--- config.mk ---
export PLATFORM = sky130hd
export DESIGN_NAME = dot_matrix_text_sequencer
export DESIGN_NICKNAME = d
export VERILOG_FILES = /design/src/rtl/dot_matrix_text_sequencer.sv
export SDC_FILE = /design/constraint.sdc
export NUM_CORES = 1
export LEC_CHECK = 0
export BUFFER_PORTS_ARGS = -buffer_cell sky130_fd_sc_hd__buf_2
export CORE_UTILIZATION = 40
export DETAILED_ROUTE_END_ITERATION = 8
export GPL_ROUTABILITY_DRIVEN = 0
export GPL_TIMING_DRIVEN = 0
export PLACE_DENSITY_LB_ADDON = 0.2
export REMOVE_ABC_BUFFERS = 1
export SKIP_LAST_GASP = 1
export SLEW_MARGIN = 20
export SYNTH_ARGS = -nofsm -noshare
export SYNTH_HDL_FRONTEND = slang
export SYNTH_SLANG_ARGS = --single-unit
export TNS_END_PERCENT = 5
--- constraint.sdc ---
create_clock -name clk -period 3.4 [get_ports clk]
set_input_delay 0.34 -clock clk [delete_from_list [all_inputs] [get_ports clk]]
set_output_delay 0.34 -clock clk [all_outputs]
set_load 0.1 [all_outputs]
--- src/rtl/dot_matrix_text_sequencer.sv ---
// Plays a stored text message one character at a time onto the dot-matrix driver,
// with a fixed dwell per character, an optional blank gap, and a freezing priority override.
module dot_matrix_text_sequencer #(
  parameter int DEPTH = 16,
  parameter int DWELL = 50_000_000,
  parameter int GAP   = 5_000_000,
  parameter int TW    = 26
) (
  input  logic                       clk,
  input  logic                       rst_n,
  input  logic                       wr_en,
  input  logic [6:0]                 wr_char,
  input  logic                       clear,
  input  logic                       start,
  input  logic                       loop,
  input  logic                       stop,
  input  logic                       ovr_req,
  input  logic [6:0]                 ovr_char,
  output logic                       ovr_gnt,
  output logic [6:0]                 ascii_code,
  output logic                       busy,
  output logic                       done,
  output logic [$clog2(DEPTH):0]     count,
  output logic                       full
);

  localparam int IW = $clog2(DEPTH);
  localparam int CW = IW + 1;
  localparam logic [TW-1:0] DWELL_LD = TW'(DWELL - 1);
  localparam logic [TW-1:0] GAP_LD   = (GAP > 0) ? TW'(GAP - 1) : '0;
  localparam logic [6:0]    BLANK    = 7'h20;

  typedef enum logic [1:0] {
    IDLE,
    SHOW,
    GAPS
  } state_t;

  state_t          state, state_n;
  logic [IW-1:0]   idx, idx_n;
  logic [TW-1:0]   timer, timer_n;
  logic [CW-1:0]   count_n;
  logic            done_n;
  logic [6:0]      ascii_n;
  logic [6:0]      mem [DEPTH];
  logic            wr_ok;
  logic            last;
  logic [IW-1:0]   idx_adv;

  assign full    = (count == CW'(DEPTH));
  assign busy    = (state != IDLE);
  assign last    = ({1'b0, idx} == count - CW'(1));
  assign idx_adv = last ? '0 : idx + 1'b1;
  assign wr_ok   = (state == IDLE) && wr_en && !clear && !full;

  always_comb begin
    state_n = state;
    idx_n   = idx;
    timer_n = timer;
    done_n  = 1'b0;
    count_n = count;

    if (state == IDLE) begin
      if (clear)
        count_n = '0;
      else if (wr_ok)
        count_n = count + CW'(1);
    end

    if (stop) begin
      state_n = IDLE;
    end else if (!ovr_req) begin
      unique case (state)
        IDLE: begin
          if (start && count != '0) begin
            state_n = SHOW;
            idx_n   = '0;
            timer_n = DWELL_LD;
          end
        end
        SHOW: begin
          if (timer != '0) begin
            timer_n = timer - 1'b1;
          end else if (last && !loop) begin
            state_n = IDLE;
            done_n  = 1'b1;
          end else if (GAP > 0) begin
            state_n = GAPS;
            timer_n = GAP_LD;
          end else begin
            idx_n   = idx_adv;
            timer_n = DWELL_LD;
          end
        end
        GAPS: begin
          if (timer != '0) begin
            timer_n = timer - 1'b1;
          end else begin
            state_n = SHOW;
            idx_n   = idx_adv;
            timer_n = DWELL_LD;
          end
        end
        default: state_n = IDLE;
      endcase
    end

    // output is registered from next-state values so it changes on the same edge
    if (ovr_req)
      ascii_n = ovr_char;
    else if (state_n == SHOW)
      ascii_n = mem[idx_n];
    else
      ascii_n = BLANK;
  end

  always_ff @(posedge clk or negedge rst_n) begin
    if (!rst_n) begin
      state      <= IDLE;
      idx        <= '0;
      timer      <= '0;
      count      <= '0;
      done       <= 1'b0;
      ovr_gnt    <= 1'b0;
      ascii_code <= BLANK;
    end else begin
      state      <= state_n;
      idx        <= idx_n;
      timer      <= timer_n;
      count      <= count_n;
      done       <= done_n;
      ovr_gnt    <= ovr_req;
      ascii_code <= ascii_n;
    end
  end

  always_ff @(posedge clk) begin
    if (wr_ok)
      mem[count[IW-1:0]] <= wr_char;
  end

endmodule

==> flow_summary.toml, run 1 <==
[critical_path]
path_cells = "nor4_4 > nand4_2 > or2_4 > or4_4 > nand2_8 > mux2i_1 > mux4_2 > a221oi_2"
path_buf_inv = 0
r2r_cells = 8
reg2reg_to = "ascii_code[5]"
required_ns = 3.74
crit_cells = 8
rr_startpoint = "timer[21]"
cp.arrival_ns = 3.77
crit_end = "ascii_code[5]"
critPathTopFamily = "simple AND/OR/NAND/NOR gates"
critPathCaptureType = "flop"
cp-startpoint = "timer[21]"
r2r_setup_slack_ns = -0.04
path_class = "flop to flop"
critPathMaxStageDelay_ns = 0.68
crit_path_top_delay_cell = "or4_4"
crit_fanout = 12
crit_path_start_kind = "flop"

[layout]
finalNonFillerCells = 938
layout-drive-gt1-share_pct = 19.32
area_delta_synth_final_pct = 17.19
antennaDiodeCount = 0
fin_util_pct = 48.49
final_cell_area_mm2 = 0.008830
final_nets = 730

[placement]
dpl.cell_count = 891
io_buffer_count = 37
dp_slack_ns = -0.8197
detailed_place_hpwl_um = 12560
placed_area_mm2 = 0.007989

[die]
io_pins = 38
die_x_um = 139.2
row_count = 49
start_util_pct = 41.38
core_area_mm2 = 0.01821
die-area_mm2 = 0.01939
die_y_um = 139.2

[power]
vdd_drop_max_mv = 0.3043
leakage_nw = 3.181
total_power_mw = 4.775
pwr_density_cell_mw_per_mm2 = 540.8

[global_routing]
grt_pass1_vias = 5569
grt.total_usage_pct = 21.79
grt.overflow.total = 0
antenna_found_initial = 0
grt_pass1_wl_um = 31870
grt_max_degree = 47

[flow_run]
drv_cap = 0

[clock_tree]
clkTransAtPathRegs_ns = 0.07
clockBufferDepth = 2
cts_tree = "yes"
root_buffer = "clkbuf_16"
htree_levels = 4
clkLatencyLatePin_ns = 0.43
cts_buffers = 17
cts.sinks = 158

[drt]
met3_length_um = 1316
dr_wl_met2_um = 9338
wl_per_cell_um = 21.71
drc_errors = 0
wl_met1_um = 9170
drt_first_pass_iters = 7
drtIter0Drc = 580
wirelength_um = 20370
vias = 5754
via_per_inst = 6.134
final_antenna_net_count = 0
maxUsedRoutingLayer = "met4"

[yosys]
ys_seq_elements = 158
synth_top_area_share_pct = 44.64
synth_top_cell_by_area = "edfxtp_1"
synth_ff_type = "edfxtp_1"
synth_most_common_cell = "edfxtp_1"
yosys-top-cells-count = "edfxtp_1 (112), nand3_1 (75), o21ai_0 (63)"
syn_area_mm2 = 0.007535
syn_inst = 657
ys_async_sr_fraction_pct = 29.11
synth_cell_type_count = 68
ys_seq_area_share_pct = 59.93
yosys_warnings = 0
avgSynthCellArea_um2 = 11.47
synth_edf_count = 112
synth_area_leaders = "edfxtp_1 (45%), dfrtp_1 (15%), nand3_1 (5.0%)"

[timing]
min_period_ns = 3.435
fin_ws_ns = -0.03502
setup_viol = 3
fin_skew_ns = 0.01453
finalHoldViolations = 0
whs_ns = 0.1145
relSlewSlack_pct = 36.44
worst_slew_pin_slew_ns = 0.9534
timing.fmax_mhz = 291.1
rsz0062_at_grt = "true"
drv_slew = 0
setup_tns_ns = -0.05064
fin_crit_sh_pct = 101.0

[hold_path]
hp-class = "input port to flop"

[status]
outcome = "finished with violations"
violations = "setup timing"
state kept, by name, summed over array words and instances (netlist names):
register and flops:
ovr_gnt 1, ascii_code 7, mem 112, timer 26
state 2, count 5, idx 4, done 1
final cells by class:
type / instances / area [um2]
Sequential cell: 158 / 4516
Inverter: 20 / 83.83
Timing Repair Buffer: 56 / 396.6
Multi-Input combinational cell: 442 / 2940
Fill cell: 1574 / 9379
Clock buffer: 18 / 429.2
Timing Repair inverter: 1 / 7.507
Clock inverter: 14 / 170.2
Tap cell: 229 / 286.5
timing repair:
action | 4_1_cts | 5_1_grt
pin swaps | 4 | 2
hold buffers | 1 | 0
cloned | 4 | 0
buffers inserted | 8 | 2
gates resized for setup | 16 | 4
endpoints found under the setup margin | 31 | 14
hold endpoints to repair | 45 | 0
layout by cell type (no fill, tap or decap), drive strengths merged, types with 3 or more instances in the layout:
cell type  count
and3           6
buf           55
a32oi          7
o211ai         8
xor2           4
clkbuf        18
mux2i          4
nand2b         3
nor3b          5
a31oi          6
nand3b         3
o22a          16
mux2           7
or3            5
a21oi         43
inv           26
nand4         31
clkinvlp       3
or2            8
or4            6
a41oi          7
nor2          29
edfxtp       112
ha            12
o21ai         64
nand2         24
clkinv         4
nand3         75
and2           8
nor3          20
xnor2          4
dfrtp         45
nor4           7
power by group:
part	total [mW]	internal, mW	switching [mW]
combinational	0.481	0.165	0.317
sequential	2.33	2.18	0.153
clock	1.96	1.11	0.848
total	4.77	3.46	1.32
logic make-up (layout without fill, tap and decap cells):
logic type,after synthesis,in the layout,synth area share (%)
buffers and inverters,60,109,3.321
muxes,12,12,1.877
AOI/OAI and AO/OA,173,174,14.56
and+or+nand+nor,234,236,17.39
xor gates and xnor gates,8,8,0.9298
adders and majority gates,12,12,1.993
DFF,158,158,59.93
worst min-delay path by stage:
stage	from	to	slack [ns]	depth (start not counted)
after detailed placement	rst_n	ascii_code[4]	0.41	1
after floorplan	rst_n	ascii_code[0]	0.04	0
after global routing	stop	state[0]	0.11	2
after CTS	stop	state[0]	0.09	2
after global placement	timer[16]	timer[16]	0.49	2
final	stop	state[0]	0.11	2
layer usage:
| layer | GRT usage (%) | vias up |
|---|---|---|
| met5 | 0 | - |
| met4 | 8.363 | 0 |
| met3 | 4.405 | 37 |
| met2 | 33.22 | 243 |
| met1 | 30.60 | 2835 |
| li1 | - | 2639 |
Note: power is estimated with default switching activity, not from simulation.
==> inputs of run 2 (changes only) <==
- CAP_MARGIN: not set -> 20
- clock period: 3.4 -> 3 ns (I/O delays scaled with it)
==> run 2 against run 1 <==
Compared with the run above:
- the run still ends with setup timing left
- count of clock-buffer cells in the layout stayed put
- power is 15% higher
- hold slack worse by 0.047 ns
- sequential cell count stayed put
- first-iteration DRC count is 6.4% lower
- critical path depth is 1 higher
- final cell count is 3.2% higher
- critical path type unchanged
- clock skew is 0.0042 ns lower
- register-to-register slack worse by 0.03 ns
- via count is 2.9% higher
- sequential share of layout area is 1.9 points lower
- combinational power is 30% higher
==> flow_summary.toml, run 2 (synthesis results as in run 1) <==
[critical_path]
crit_path_start_kind = "flop"
path_class = "flop to flop"
critPathMaxStageDelay_ns = 0.60
cp.arrival_ns = 3.42
crit_fanout = 6
path_cells = "nor4_4 > buf_4 > nand4_1 > o41ai_4 > a211o_1 > or4bb_4 > nor2_4 > o211ai_1 > nand3_1"
critPathCaptureType = "flop"
crit_path_top_delay_cell = "or4bb_4"
critPathTopFamily = "simple AND/OR/NAND/NOR gates"
path_buf_inv = 1
required_ns = 3.36

[layout]
layout-drive-gt1-share_pct = 25.17
final_nets = 760
final_cell_area_mm2 = 0.009189
area_delta_synth_final_pct = 21.95
layout.cells.most_common = "edfxtp_1"
mostFrequentLayoutCells = "edfxtp_1 (112), nand3_1 (74), o21ai_0 (62)"
largest_reg_flops = 112
fin_util_pct = 50.46
antennaDiodeCount = 0

[placement]
io_buffer_count = 37
dp_slack_ns = -1.220
detailed_place_hpwl_um = 12560
placed_area_mm2 = 0.007989

[drt]
wirelength_um = 21080
via_per_inst = 6.119
wl_per_cell_um = 21.78
final_antenna_net_count = 0
vias = 5923
drt_first_pass_iters = 7
drtIter0Drc = 543
drc_errors = 0

[timing]
fin_crit_sh_pct = 102.3
whs_ns = 0.06772
timing.fmax_mhz = 326.0
drv_slew = 0
fin_skew_ns = 0.01034
relSlewSlack_pct = 30.74
rsz0062_at_grt = "true"
fin_ws_ns = -0.06755
setup_viol = 4
worst_slew_pin_slew_ns = 1.031
finalHoldViolations = 0
min_period_ns = 3.068

[clock_tree]
clkLatencyLatePin_ns = 0.43
cts_buffers = 17
htree_levels = 4
root_buffer = "clkbuf_16"
clkTransAtPathRegs_ns = 0.07
cts.sinks = 158
cts_tree = "yes"
clockBufferDepth = 2

[die]
die_y_um = 139.2
core_area_mm2 = 0.01821
io_pins = 38
start_util_pct = 41.38
row_count = 49
die-area_mm2 = 0.01939
die_x_um = 139.2

[power]
pwr_density_cell_mw_per_mm2 = 597.3
p_int_mw = 3.964
leakage_nw = 3.345
sw_frac_of_total_pct = 27.78
comb_power_share_pct = 11.4
pwr-share-seq_pct = 48.1
p_switching_mw = 1.525
vdd_drop_max_mv = 0.3539
total_power_mw = 5.489
pwr-share-clk_pct = 40.5

[global_routing]
antenna_found_initial = 0
grt_pass1_wl_um = 33040
grt_pass1_vias = 5748
grt_max_degree = 47
grt.overflow.total = 0
grt.total_usage_pct = 22.65

[status]
outcome = "finished with violations"
violations = "setup timing"

[flow_run]
drv_cap = 0

[hold_path]
hp-class = "input port to flop"
## run 2: metrics by stage
step                setup TNS (ns)  instances
global placement            -54.76        883
CTS                        -0.2122        960
global route                -1.354        968
finish                     -0.1492        968
detailed placement          -20.87        891
floorplan                   -64.36        617
## run 2: worst paths after layout
| kind | from | to | slack, ns | depth (start not counted) |
|---|---|---|---|---|
| setup reg to reg | timer[24] | ascii_code[3] | -0.07 | 9 |
| hold / removal | stop | state[0] | 0.07 | 2 |
| setup / recovery | timer[24] | ascii_code[3] | -0.07 | 9 |
| max in group asynchronous | rst_n | timer[19] | 2.08 | 2 |
| min in group asynchronous | rst_n | ascii_code[0] | 0.43 | 2 |
| hold reg to reg | timer[15] | timer[15] | 0.53 | 1 |
## run 2: layout make-up
class	instances	area [um2]
multi-input cells	443	3062
inverters	20	83.83
fillers	1534	9020
clock buffers	18	429.2
well taps	229	286.5
repair inverters	1	7.507
repair buffers	85	626.9
flip-flops and latches	158	4523
clock inverters	14	170.2
## run 2: power by group through the flow
stage | sequential, mW | clock (mW) | combinational, mW
detailed placement | 2.67 | 0 | 0.529
global route | 2.67 | 2.33 | 0.677
finish | 2.64 | 2.22 | 0.624
CTS | 2.64 | 2.25 | 0.612
global placement | 2.67 | 0 | 0.512
floorplan | 2.74 | 0 | 0.282
## run 2: routing by layer
metal	track usage [%]	routed length, um	up-vias
li1	-	-	2697
met1	31.60	9220	2918
met2	35.02	9728	268
met3	3.957	1534	40
met4	9.240	597	0
met5	0	0	-
## run 2: repair_timing
action,4_1_cts,5_1_grt
hold buffers,1,0
resized for setup,50,2
cloned,5,0
pin swaps,15,2
setup endpoints to repair,42,26
endpoints found under the hold margin,45,0
buffers inserted,31,8
